===== src/rtl/mem_complete_buffer_if.sv =====
// Handshake bundle between the memory/LSQ result sources, the completion buffer and the complete stage.
// Extra per-source load-extension fields exist only when LOAD_EXT_EN is defined.
interface mem_complete_buffer_if #(
  parameter int unsigned XLEN  = 32,
  parameter int unsigned TAG_W = 6,
  parameter int unsigned DEPTH = 4
);
  logic                       lsq_valid;
  logic                       lsq_ready;
  logic [XLEN-1:0]            lsq_data;
  logic [XLEN-1:0]            lsq_pc;
  logic [TAG_W-1:0]           lsq_tag;
  logic                       lsq_wr_flag;
  logic                       lsq_rd_flag;
  logic                       mem_valid;
  logic                       mem_ready;
  logic [XLEN-1:0]            mem_data;
  logic [XLEN-1:0]            mem_pc;
  logic [TAG_W-1:0]           mem_tag;
  logic                       mem_rd_flag;
  logic                       out_valid;
  logic                       out_ready;
  logic [XLEN-1:0]            out_data;
  logic [XLEN-1:0]            out_pc;
  logic [TAG_W-1:0]           out_tag;
  logic                       out_src;
  logic                       out_wr_flag;
  logic                       out_rd_flag;
  logic [$clog2(DEPTH):0]     count;
`ifdef LOAD_EXT_EN
  logic [2:0]                 lsq_funct3;
  logic [2:0]                 mem_funct3;
  logic [1:0]                 lsq_addr_lo;
  logic [1:0]                 mem_addr_lo;
`endif

  modport slave (
    input  lsq_valid, lsq_data, lsq_pc, lsq_tag, lsq_wr_flag, lsq_rd_flag,
    input  mem_valid, mem_data, mem_pc, mem_tag, mem_rd_flag,
    input  out_ready,
`ifdef LOAD_EXT_EN
    input  lsq_funct3, mem_funct3, lsq_addr_lo, mem_addr_lo,
`endif
    output lsq_ready, mem_ready,
    output out_valid, out_data, out_pc, out_tag, out_src, out_wr_flag, out_rd_flag,
    output count
  );

  modport master (
    output lsq_valid, lsq_data, lsq_pc, lsq_tag, lsq_wr_flag, lsq_rd_flag,
    output mem_valid, mem_data, mem_pc, mem_tag, mem_rd_flag,
    output out_ready,
`ifdef LOAD_EXT_EN
    output lsq_funct3, mem_funct3, lsq_addr_lo, mem_addr_lo,
`endif
    input  lsq_ready, mem_ready,
    input  out_valid, out_data, out_pc, out_tag, out_src, out_wr_flag, out_rd_flag,
    input  count
  );
endinterface


===== src/rtl/mem_complete_buffer.sv =====
// Two-source completion FIFO between the memory stage and the complete stage.
// Optional load byte/half extraction at push is enabled by defining LOAD_EXT_EN.
module mem_complete_buffer #(
  parameter int unsigned XLEN  = 32,
  parameter int unsigned TAG_W = 6,
  parameter int unsigned DEPTH = 4
) (
  input  logic clk,
  input  logic rstn,
  input  logic flush,
  mem_complete_buffer_if.slave bus
);
  localparam int unsigned PTR_W = $clog2(DEPTH);
  localparam int unsigned CNT_W = PTR_W + 1;

  typedef struct packed {
    logic [XLEN-1:0]  data;
    logic [XLEN-1:0]  pc;
    logic [TAG_W-1:0] tag;
    logic             src;
    logic             wr_flag;
    logic             rd_flag;
  } entry_t;

  entry_t           entry_q [DEPTH];
  entry_t           entry_d [DEPTH];
  logic [PTR_W-1:0] wr_ptr_q, wr_ptr_d;
  logic [PTR_W-1:0] rd_ptr_q, rd_ptr_d;
  logic [CNT_W-1:0] count_q, count_d;

  logic [CNT_W-1:0] free;
  logic             lsq_fire, mem_fire, pop;
  logic [PTR_W-1:0] mem_slot;
  entry_t           lsq_entry, mem_entry, head;
  logic [XLEN-1:0]  lsq_data_in, mem_data_in;

`ifdef LOAD_EXT_EN
  function automatic logic [XLEN-1:0] load_ext(input logic [XLEN-1:0] raw,
                                               input logic [2:0] f3,
                                               input logic [1:0] lo);
    logic [XLEN-1:0] s;
    s = raw >> {lo, 3'b000};
    case (f3)
      3'b000:  return {{(XLEN-8){s[7]}}, s[7:0]};
      3'b001:  return {{(XLEN-16){s[15]}}, s[15:0]};
      3'b100:  return {{(XLEN-8){1'b0}}, s[7:0]};
      3'b101:  return {{(XLEN-16){1'b0}}, s[15:0]};
      default: return s;
    endcase
  endfunction

  assign lsq_data_in = load_ext(bus.lsq_data, bus.lsq_funct3, bus.lsq_addr_lo);
  assign mem_data_in = load_ext(bus.mem_data, bus.mem_funct3, bus.mem_addr_lo);
`else
  assign lsq_data_in = bus.lsq_data;
  assign mem_data_in = bus.mem_data;
`endif

  // Readies depend only on occupancy, never on out_ready.
  assign free          = CNT_W'(DEPTH) - count_q;
  assign bus.lsq_ready = rstn & ~flush & (free >= CNT_W'(1));
  assign bus.mem_ready = rstn & ~flush &
                         ((free >= CNT_W'(2)) | ((free >= CNT_W'(1)) & ~bus.lsq_valid));

  assign lsq_fire = bus.lsq_valid & bus.lsq_ready;
  assign mem_fire = bus.mem_valid & bus.mem_ready;
  assign pop      = bus.out_valid & bus.out_ready;
  assign mem_slot = wr_ptr_q + PTR_W'(lsq_fire);

  always_comb begin
    lsq_entry         = '0;
    lsq_entry.data    = lsq_data_in;
    lsq_entry.pc      = bus.lsq_pc;
    lsq_entry.tag     = bus.lsq_tag;
    lsq_entry.src     = 1'b1;
    lsq_entry.wr_flag = bus.lsq_wr_flag;
    lsq_entry.rd_flag = bus.lsq_rd_flag;

    mem_entry         = '0;
    mem_entry.data    = mem_data_in;
    mem_entry.pc      = bus.mem_pc;
    mem_entry.tag     = bus.mem_tag;
    mem_entry.src     = 1'b0;
    mem_entry.wr_flag = 1'b0;
    mem_entry.rd_flag = bus.mem_rd_flag;
  end

  always_comb begin
    entry_d  = entry_q;
    wr_ptr_d = wr_ptr_q;
    rd_ptr_d = rd_ptr_q;
    count_d  = count_q;
    if (flush) begin
      wr_ptr_d = '0;
      rd_ptr_d = '0;
      count_d  = '0;
    end else begin
      if (lsq_fire) entry_d[wr_ptr_q] = lsq_entry;
      if (mem_fire) entry_d[mem_slot] = mem_entry;
      wr_ptr_d = wr_ptr_q + PTR_W'(lsq_fire) + PTR_W'(mem_fire);
      rd_ptr_d = rd_ptr_q + PTR_W'(pop);
      count_d  = count_q + CNT_W'(lsq_fire) + CNT_W'(mem_fire) - CNT_W'(pop);
    end
  end

  always_ff @(posedge clk) begin
    if (!rstn) begin
      wr_ptr_q <= '0;
      rd_ptr_q <= '0;
      count_q  <= '0;
    end else begin
      wr_ptr_q <= wr_ptr_d;
      rd_ptr_q <= rd_ptr_d;
      count_q  <= count_d;
    end
  end

  // Storage needs no reset: every output field is gated by out_valid.
  always_ff @(posedge clk) begin
    entry_q <= entry_d;
  end

  assign head            = entry_q[rd_ptr_q];
  assign bus.out_valid   = (count_q != '0);
  assign bus.out_data    = bus.out_valid ? head.data    : '0;
  assign bus.out_pc      = bus.out_valid ? head.pc      : '0;
  assign bus.out_tag     = bus.out_valid ? head.tag     : '0;
  assign bus.out_src     = bus.out_valid & head.src;
  assign bus.out_wr_flag = bus.out_valid & head.wr_flag;
  assign bus.out_rd_flag = bus.out_valid & head.rd_flag;
  assign bus.count       = count_q;
endmodule

===== src/flat_wrapper.sv =====
// flat-port wrapper written by rule: the top's interface ports become plain ports
module mem_complete_buffer_flat 
#(
  parameter int unsigned XLEN  = 32,
  parameter int unsigned TAG_W = 6,
  parameter int unsigned DEPTH = 4
)
  (clk, rstn, flush, bus_lsq_valid, bus_lsq_data, bus_lsq_pc, bus_lsq_tag, bus_lsq_wr_flag, bus_lsq_rd_flag, bus_mem_valid, bus_mem_data, bus_mem_pc, bus_mem_tag, bus_mem_rd_flag, bus_out_ready, bus_lsq_ready, bus_mem_ready, bus_out_valid, bus_out_data, bus_out_pc, bus_out_tag, bus_out_src, bus_out_wr_flag, bus_out_rd_flag, bus_count);
  mem_complete_buffer_if #(.XLEN(XLEN), .TAG_W(TAG_W), .DEPTH(DEPTH)) bus_i ();
  input  logic clk;
  input  logic rstn;
  input  logic flush;
  input wire logic [$bits(bus_i.lsq_valid)-1:0] bus_lsq_valid;
  input wire logic [$bits(bus_i.lsq_data)-1:0] bus_lsq_data;
  input wire logic [$bits(bus_i.lsq_pc)-1:0] bus_lsq_pc;
  input wire logic [$bits(bus_i.lsq_tag)-1:0] bus_lsq_tag;
  input wire logic [$bits(bus_i.lsq_wr_flag)-1:0] bus_lsq_wr_flag;
  input wire logic [$bits(bus_i.lsq_rd_flag)-1:0] bus_lsq_rd_flag;
  input wire logic [$bits(bus_i.mem_valid)-1:0] bus_mem_valid;
  input wire logic [$bits(bus_i.mem_data)-1:0] bus_mem_data;
  input wire logic [$bits(bus_i.mem_pc)-1:0] bus_mem_pc;
  input wire logic [$bits(bus_i.mem_tag)-1:0] bus_mem_tag;
  input wire logic [$bits(bus_i.mem_rd_flag)-1:0] bus_mem_rd_flag;
  input wire logic [$bits(bus_i.out_ready)-1:0] bus_out_ready;
  output wire logic [$bits(bus_i.lsq_ready)-1:0] bus_lsq_ready;
  output wire logic [$bits(bus_i.mem_ready)-1:0] bus_mem_ready;
  output wire logic [$bits(bus_i.out_valid)-1:0] bus_out_valid;
  output wire logic [$bits(bus_i.out_data)-1:0] bus_out_data;
  output wire logic [$bits(bus_i.out_pc)-1:0] bus_out_pc;
  output wire logic [$bits(bus_i.out_tag)-1:0] bus_out_tag;
  output wire logic [$bits(bus_i.out_src)-1:0] bus_out_src;
  output wire logic [$bits(bus_i.out_wr_flag)-1:0] bus_out_wr_flag;
  output wire logic [$bits(bus_i.out_rd_flag)-1:0] bus_out_rd_flag;
  output wire logic [$bits(bus_i.count)-1:0] bus_count;
  assign bus_i.lsq_valid = bus_lsq_valid;
  assign bus_i.lsq_data = bus_lsq_data;
  assign bus_i.lsq_pc = bus_lsq_pc;
  assign bus_i.lsq_tag = bus_lsq_tag;
  assign bus_i.lsq_wr_flag = bus_lsq_wr_flag;
  assign bus_i.lsq_rd_flag = bus_lsq_rd_flag;
  assign bus_i.mem_valid = bus_mem_valid;
  assign bus_i.mem_data = bus_mem_data;
  assign bus_i.mem_pc = bus_mem_pc;
  assign bus_i.mem_tag = bus_mem_tag;
  assign bus_i.mem_rd_flag = bus_mem_rd_flag;
  assign bus_i.out_ready = bus_out_ready;
  assign bus_lsq_ready = bus_i.lsq_ready;
  assign bus_mem_ready = bus_i.mem_ready;
  assign bus_out_valid = bus_i.out_valid;
  assign bus_out_data = bus_i.out_data;
  assign bus_out_pc = bus_i.out_pc;
  assign bus_out_tag = bus_i.out_tag;
  assign bus_out_src = bus_i.out_src;
  assign bus_out_wr_flag = bus_i.out_wr_flag;
  assign bus_out_rd_flag = bus_i.out_rd_flag;
  assign bus_count = bus_i.count;
  mem_complete_buffer #(.XLEN(XLEN), .TAG_W(TAG_W), .DEPTH(DEPTH)) u_core (.clk(clk), .rstn(rstn), .flush(flush), .bus(bus_i));
endmodule

===== config.mk =====
export PLATFORM = sky130hd
export DESIGN_NAME = mem_complete_buffer_flat
export DESIGN_NICKNAME = d
export VERILOG_FILES = /design/src/rtl/mem_complete_buffer_if.sv /design/src/rtl/mem_complete_buffer.sv /design/src/flat_wrapper.sv
export SDC_FILE = /design/constraint.sdc
export NUM_CORES = 1
export LEC_CHECK = 0
export CORE_MARGIN = 5
export CORE_UTILIZATION = 30
export DETAILED_ROUTE_END_ITERATION = 16
export GPL_ROUTABILITY_DRIVEN = 0
export PLACE_DENSITY_LB_ADDON = 0.15
export SETUP_SLACK_MARGIN = 0.15
export SLEW_MARGIN = 20
export SYNTH_ARGS = -nofsm -noshare
export SYNTH_HDL_FRONTEND = slang
export SYNTH_SLANG_ARGS = --single-unit

===== constraint.sdc =====
create_clock -name clk -period 8.3 [get_ports clk]
set_input_delay 0.83 -clock clk [delete_from_list [all_inputs] [get_ports clk]]
set_output_delay 0.83 -clock clk [all_outputs]
set_load 0.01 [all_outputs]

==> results of run 1 <==
[synth_stat cells, drive strengths merged (2+ instances only)]
cell type | number | share of area
xnor2 | 5 | 0.0024
a21boi | 4 | 0.0014
mux4 | 73 | 0.077
a211o | 4 | 0.0016
nand2b | 2 | 0.00059
clkbuf | 251 | 0.044
nor2 | 6 | 0.0011
edfxtp | 292 | 0.41
o31ai | 288 | 0.10
nor3 | 4 | 0.00094
buf | 122 | 0.026
nand2 | 4 | 0.00071
inv | 8 | 0.0014
and2 | 77 | 0.023
fa | 2 | 0.0019
o21a | 4 | 0.0014
a2111oi | 284 | 0.12
nand4 | 288 | 0.085
a31oi | 284 | 0.083
nor2b | 4 | 0.0012
dfxtp | 7 | 0.0066
ha | 8 | 0.0047
[state kept, by name, indices dropped and copies added, names as in the netlist]
name and count:
u_core.rd_ptr_q 2, u_core.bus.count 3, u_core.entry_q 292, u_core.wr_ptr_q 2
[power breakdown]
group	switching (W)	internal, W
combinational	0.000851	0.000394
clock	0.000732	0.00100
sequential	0.0000711	0.00181
[cell type report]
type	instances	share of cell area
multi-input cells	1354	0.440
flip-flops and latches	299	0.356
repair buffers	270	0.106
well taps	940	0.0470
clock buffers	53	0.0445
clock inverters	16	0.00505
inverters	8	0.00135
[worst max path at each step]
stage | start | endpoint | slack, ns | depth (start not counted)
3_3_place_gp | flush | u_core.entry_q[17] | 2.87 | 10
4_1_cts | u_core.bus.count[0] | u_core.entry_q[90] | 3.17 | 12
5_1_grt | u_core.bus.count[0] | u_core.entry_q[107] | 2.97 | 12
6_report | u_core.bus.count[0] | u_core.entry_q[90] | 3.13 | 12
2_1_floorplan | flush | bus_mem_ready | 2.11 | 3
3_5_place_dp | flush | u_core.entry_q[262] | 2.81 | 10
[worst max-delay path: stages, from the launching register on]
cell and delay, ns:
dfxtp_1 0.50, inv_1 0.16, ha_1 0.22, ha_1 0.31, or4b_4 0.77, nand2_1 0.21, inv_1 0.07, ha_1 0.31
nand4bb_4 0.15, buf_4 0.70, a211o_4 0.64, buf_4 0.63, a31oi_1 0.17
[routing by layer]
metal,part of all wire,track usage,routed length (um),vias to the layer above
li1,-,-,-,8833
met1,0.41,0.322,39500,10815
met2,0.47,0.372,44700,1423
met3,0.089,0.0441,8580,205
met4,0.033,0.0854,3200,0
met5,0,0,0,-
[cell families (layout without fill, tap and decap cells)]
kind of cell | Yosys count | in the layout | synth area share
simple gates | 395 | 395 | 0.116
flops | 299 | 299 | 0.418
xor+xnor | 6 | 6 | 0.00317
compound gates | 870 | 870 | 0.307
buf+inv | 381 | 347 | 0.0718
mux | 73 | 73 | 0.0772
fa+ha+maj | 10 | 10 | 0.00658
[stage by stage]
step | cells | setup slack (ns)
6_report | 2940 | 3.13
5_1_grt | 2940 | 2.97
4_1_cts | 2940 | 3.17
3_5_place_dp | 2871 | 2.81
3_3_place_gp | 2871 | 2.87
2_1_floorplan | 2034 | 2.11
==> qor.txt, run 1 <==
status: finished, final reports clean
Synth Instances: 2,034
Reg area: 8920 sq um
critical hold path startpoint: u_core.entry_q[75]
synthesized area: 21,300 sq um
TNS Setup: 0 ns
nets@finish: 2,133
post-CTS sizing: 0
CP Capture Type: register
post-DP HPWL: 47,500 um
Reg clk slew, reported paths: 0.06 ns
Die W: 276 um
CP Data Required Time: 8.57 ns
Lkg Pwr: 6.44 nW
crit path kind: register to register
Distinct cells, synth: 38
Via Count: 21,276
TritonCTS clock tree: yes
largest net degree at the start of global routing: 222
cts hold-fix bufs: 0
routed len/inst: 32.6 um
first-pass GRT wire length: 143,000 um
most common cell after layout, fill and taps aside: edfxtp_1
core area: 70,100 sq um
critical-path maximum fanout: 73
worst hold stages: 1
crit path DAT: 5.45 ns
fraction of registers with async set/reset: 0
Num CTS Buffers: 41
post-layout minimum cycle time: 5.17 ns
DP Area: 23,800 sq um
synth warn: 0
GRT Residual Overflow: 0
Final ANT Viol Nets: 0
skew final: 0.0145 ns
relative slew slack: 0.196
number of failing setup endpoints in the final timing report: 0
RR Endpoint: u_core.entry_q[90]
period utilisation layout: 0.623
R2R cell count: 12
IO buf count: 227
area delta synth->final: 17.6%
Post-synth EDFFs: 292
utilization after layout: 0.357
die height: 276 um
reg2reg setup slack: 3.13 ns
Syn Area/Cell: 10.5 sq um
Tot Pwr: 0.00486 W
Max Fclk: 193 MHz
RSZ-0062 raised after global routing: false
H-tree levels: 2
Clock Root Buffer: clkbuf_16
Clock Latency Late Sink: 0.57 ns
Max Root-Sink Buffers: 3
Detailed Route WL: 95,900 um
area of the multi-input gates: 11,000 sq um
syn nets: 2,193
R2R Path Start: u_core.bus.count[0]
ant diodes: 0
fin. max-slew vios: 0
Hold Path End: u_core.entry_q[75]
Worst-Margin Slew: 1.21 ns
most frequent cells in the layout: 292 x edfxtp_1, 288 x o31ai_1, 288 x nand4_1, 284 x a2111oi_0, 284 x a31oi_1
setup repair bufs after CTS: 0
row cnt: 97
vias in the first global route: 21,113
hold crit path type: register to register
final hold slack: 0.566 ns
# IOs: 228
crit start category: register
flop and latch count out of synthesis: 299
# clock sinks: 299
GR Util All Layers: 0.235
DRT Pass-1 Iters: 6
Cell Pwr Density: 194 nW/um^2
DRC: 0
routed vias/inst: 7.24
Die ar.: 76,400 sq um
Initial Utilization: 0.303
Design Area, Final: 25,000 sq um
sequential-to-total area share from yosys stat: 0.418
share of cells above drive strength 1: 0.0955
top_reg_cell synth: edfxtp_1
Fillers: 6,965
initial antenna violation count: 0
VDD IR max: 0.000126 V
Final Hold Vio Count: 0
Max Cap Viol: 0
initial drt markers: 2,805
(Power assumes the default switching activity.)
==> inputs of run 2 (changes only) <==
clock period = 5.4 ns   (was 8.3 ns; I/O delays follow)
==> run 2 against run 1 <==
- sequential power rose by 54%
- setup slack lost 2.3 ns
- cell count grew 0.34%
- critical endpoint is now u_core.entry_q[223]
- largest cell class unchanged
- largest power group unchanged
==> qor.txt, run 2 (synthesis gave the netlist of run 1 again) <==
max reg flops: 292 (unchanged)
Reg clk slew, reported paths: 0.06 ns (about the same)
critical-path maximum fanout: 94 (was 73)
Die W: 276 um (unchanged)
most frequent cells in the layout: 292 x edfxtp_1, 288 x o31ai_1, 288 x nand4_1, 284 x a2111oi_0, 284 x a31oi_1 (unchanged)
area delta synth->final: 18.5% (was 17.6%)
utilization after layout: 0.360 (was 0.357)
GR Util All Layers: 0.239 (was 0.235)
Final ANT Viol Nets: 0 (unchanged)
DRC: 0 (unchanged)
Worst-Margin Slew: 1.21 ns (about the same)
status: finished, final reports clean (unchanged)
Initial Utilization: 0.303 (unchanged)
reg2reg setup slack: 0.80 ns (was 3.13 ns)
fin. max-slew vios: 0 (unchanged)
IO buf count: 227 (unchanged)
TritonCTS clock tree: yes (unchanged)
Detailed Route WL: 98,000 um (was 95,900 um)
initial drt markers: 3,163 (was 2,805)
register with the most flip-flops: u_core.entry_q (unchanged)
initial antenna violation count: 0 (unchanged)
vias in the first global route: 21,373 (was 21,113)
cts hold-fix bufs: 0 (unchanged)
Max Fclk: 217 MHz (was 193 MHz)
ant diodes: 0 (unchanged)
routed len/inst: 33.2 um (was 32.6 um)
post-DP HPWL: 47,500 um (about the same)
crit start category: register (unchanged)
area of the multi-input gates: 11,000 sq um (unchanged)
# IOs: 228 (unchanged)
Num CTS Buffers: 40 (was 41)
Place WS: 0.908 ns (was 2.81 ns)
post-route setup slack: 0.800 ns (was 3.13 ns)
skew final: 0.0317 ns (was 0.0145 ns)
post-layout minimum cycle time: 4.60 ns (was 5.17 ns)
Final Hold Vio Count: 0 (unchanged)
row cnt: 97 (unchanged)
setup repair bufs after CTS: 0 (unchanged)
Max Root-Sink Buffers: 3 (unchanged)
most common cell after layout, fill and taps aside: edfxtp_1 (unchanged)
Max Cap Viol: 0 (unchanged)
Clock Latency Late Sink: 0.59 ns (was 0.57 ns)
crit path DAT: 5.01 ns (was 5.45 ns)
H-tree levels: 2 (unchanged)
DRT Pass-1 Iters: 7 (was 6)
die height: 276 um (unchanged)
hold crit path type: register to register (unchanged)
crit path kind: register to register (unchanged)
Die ar.: 76,400 sq um (unchanged)
largest net degree at the start of global routing: 198 (was 222)
Fillers: 7,015 (was 6,965)
Clock Root Buffer: clkbuf_16 (unchanged)
Cell Pwr Density: 297 nW/um^2 (was 194 nW/um^2)
Reg area: 8920 sq um (unchanged)
RSZ-0062 raised after global routing: false (unchanged)
VDD IR max: 0.000181 V (was 0.000126 V)
number of failing setup endpoints in the final timing report: 0 (unchanged)
core area: 70,100 sq um (unchanged)
# clock sinks: 299 (unchanged)
Lkg Pwr: 6.52 nW (was 6.44 nW)
routed vias/inst: 7.25 (was 7.24)
post-CTS sizing: 0 (unchanged)
Via Count: 21,388 (was 21,276)
period utilisation layout: 0.852 (was 0.623)
CP Capture Type: register (unchanged)
CP Data Required Time: 5.81 ns (was 8.57 ns)
share of cells above drive strength 1: 0.0985 (was 0.0955)
GRT Residual Overflow: 0 (unchanged)
nets@finish: 2,140 (was 2,133)
relative slew slack: 0.195 (was 0.196)
first-pass GRT wire length: 146,000 um (was 143,000 um)
[run 2: changes by cell type in the layout (fill, tap and decap cells not counted)]
cell / before / now
clkinv_2: 4 / 5
clkinv_1: 8 / 13
buf_12: 5 / 15
clkinv_8: 0 / 1
buf_4: 36 / 34
buf_6: 2 / 1
clkbuf_16: 43 / 40
buf_16: 0 / 1
clkinvlp_4: 2 / 1
clkbuf_1: 10 / 8
bufinv_16: 2 / 3
[run 2: worst max-delay path, cell delays in order (launching register included)]
cell,delay [ns]
dfxtp_1,0.52
inv_1,0.17
ha_1,0.25
ha_1,0.30
or4b_4,0.49
nand2_1,0.12
inv_1,0.06
ha_1,0.32
nand4bb_4,0.17
buf_4,0.49
buf_4,0.94
a2111oi_0,0.26
a31oi_1,0.21
[run 2: power breakdown]
| part | leakage [nW] | switching, W | internal [W] |
|---|---|---|---|
| Sequential | 2.92 | 0.000111 | 0.00279 |
| Combinational | 3.01 | 0.00133 | 0.000628 |
| Clock | 0.596 | 0.00114 | 0.00150 |
| Total | 6.52 | 0.00257 | 0.00491 |
[run 2: per-layer routing]
layer,vias up,GRT usage,wire [um]
li1,8861,-,-
met1,10863,0.333,41100
met2,1452,0.373,45300
met3,212,0.0472,8500
met4,0,0.0817,2990
met5,-,0,0
[run 2: through the flow]
step	instances	cell area [sq um]	power, W	TNS, ns	hold slack [ns]
floorplan	2034	21300	0.00401	-0.419	0.529
global placement	2878	24000	0.00484	0	0.547
detailed placement	2878	24000	0.00485	0	0.550
CTS	2949	25200	0.00747	0	0.564
global route	2950	25200	0.00772	0	0.576
finish	2950	25200	0.00749	0	0.563
[run 2: area by class of cell]
| cell class | instances | share of cell area |
|---|---|---|
| Timing Repair Buffer | 278 | 0.114 |
| Tap cell | 940 | 0.0466 |
| Clock inverter | 23 | 0.00749 |
| Inverter | 8 | 0.00134 |
| Sequential cell | 299 | 0.354 |
| Multi-Input combinational cell | 1354 | 0.436 |
| Clock buffer | 48 | 0.0409 |
[run 2: worst paths after layout]
check | start | end | depth (start not counted)
hold reg to reg | u_core.entry_q[2] | u_core.entry_q[2] | 1
hold / removal | u_core.entry_q[2] | u_core.entry_q[2] | 1
setup / recovery | u_core.bus.count[0] | u_core.entry_q[223] | 12
setup reg to reg | u_core.bus.count[0] | u_core.entry_q[223] | 12
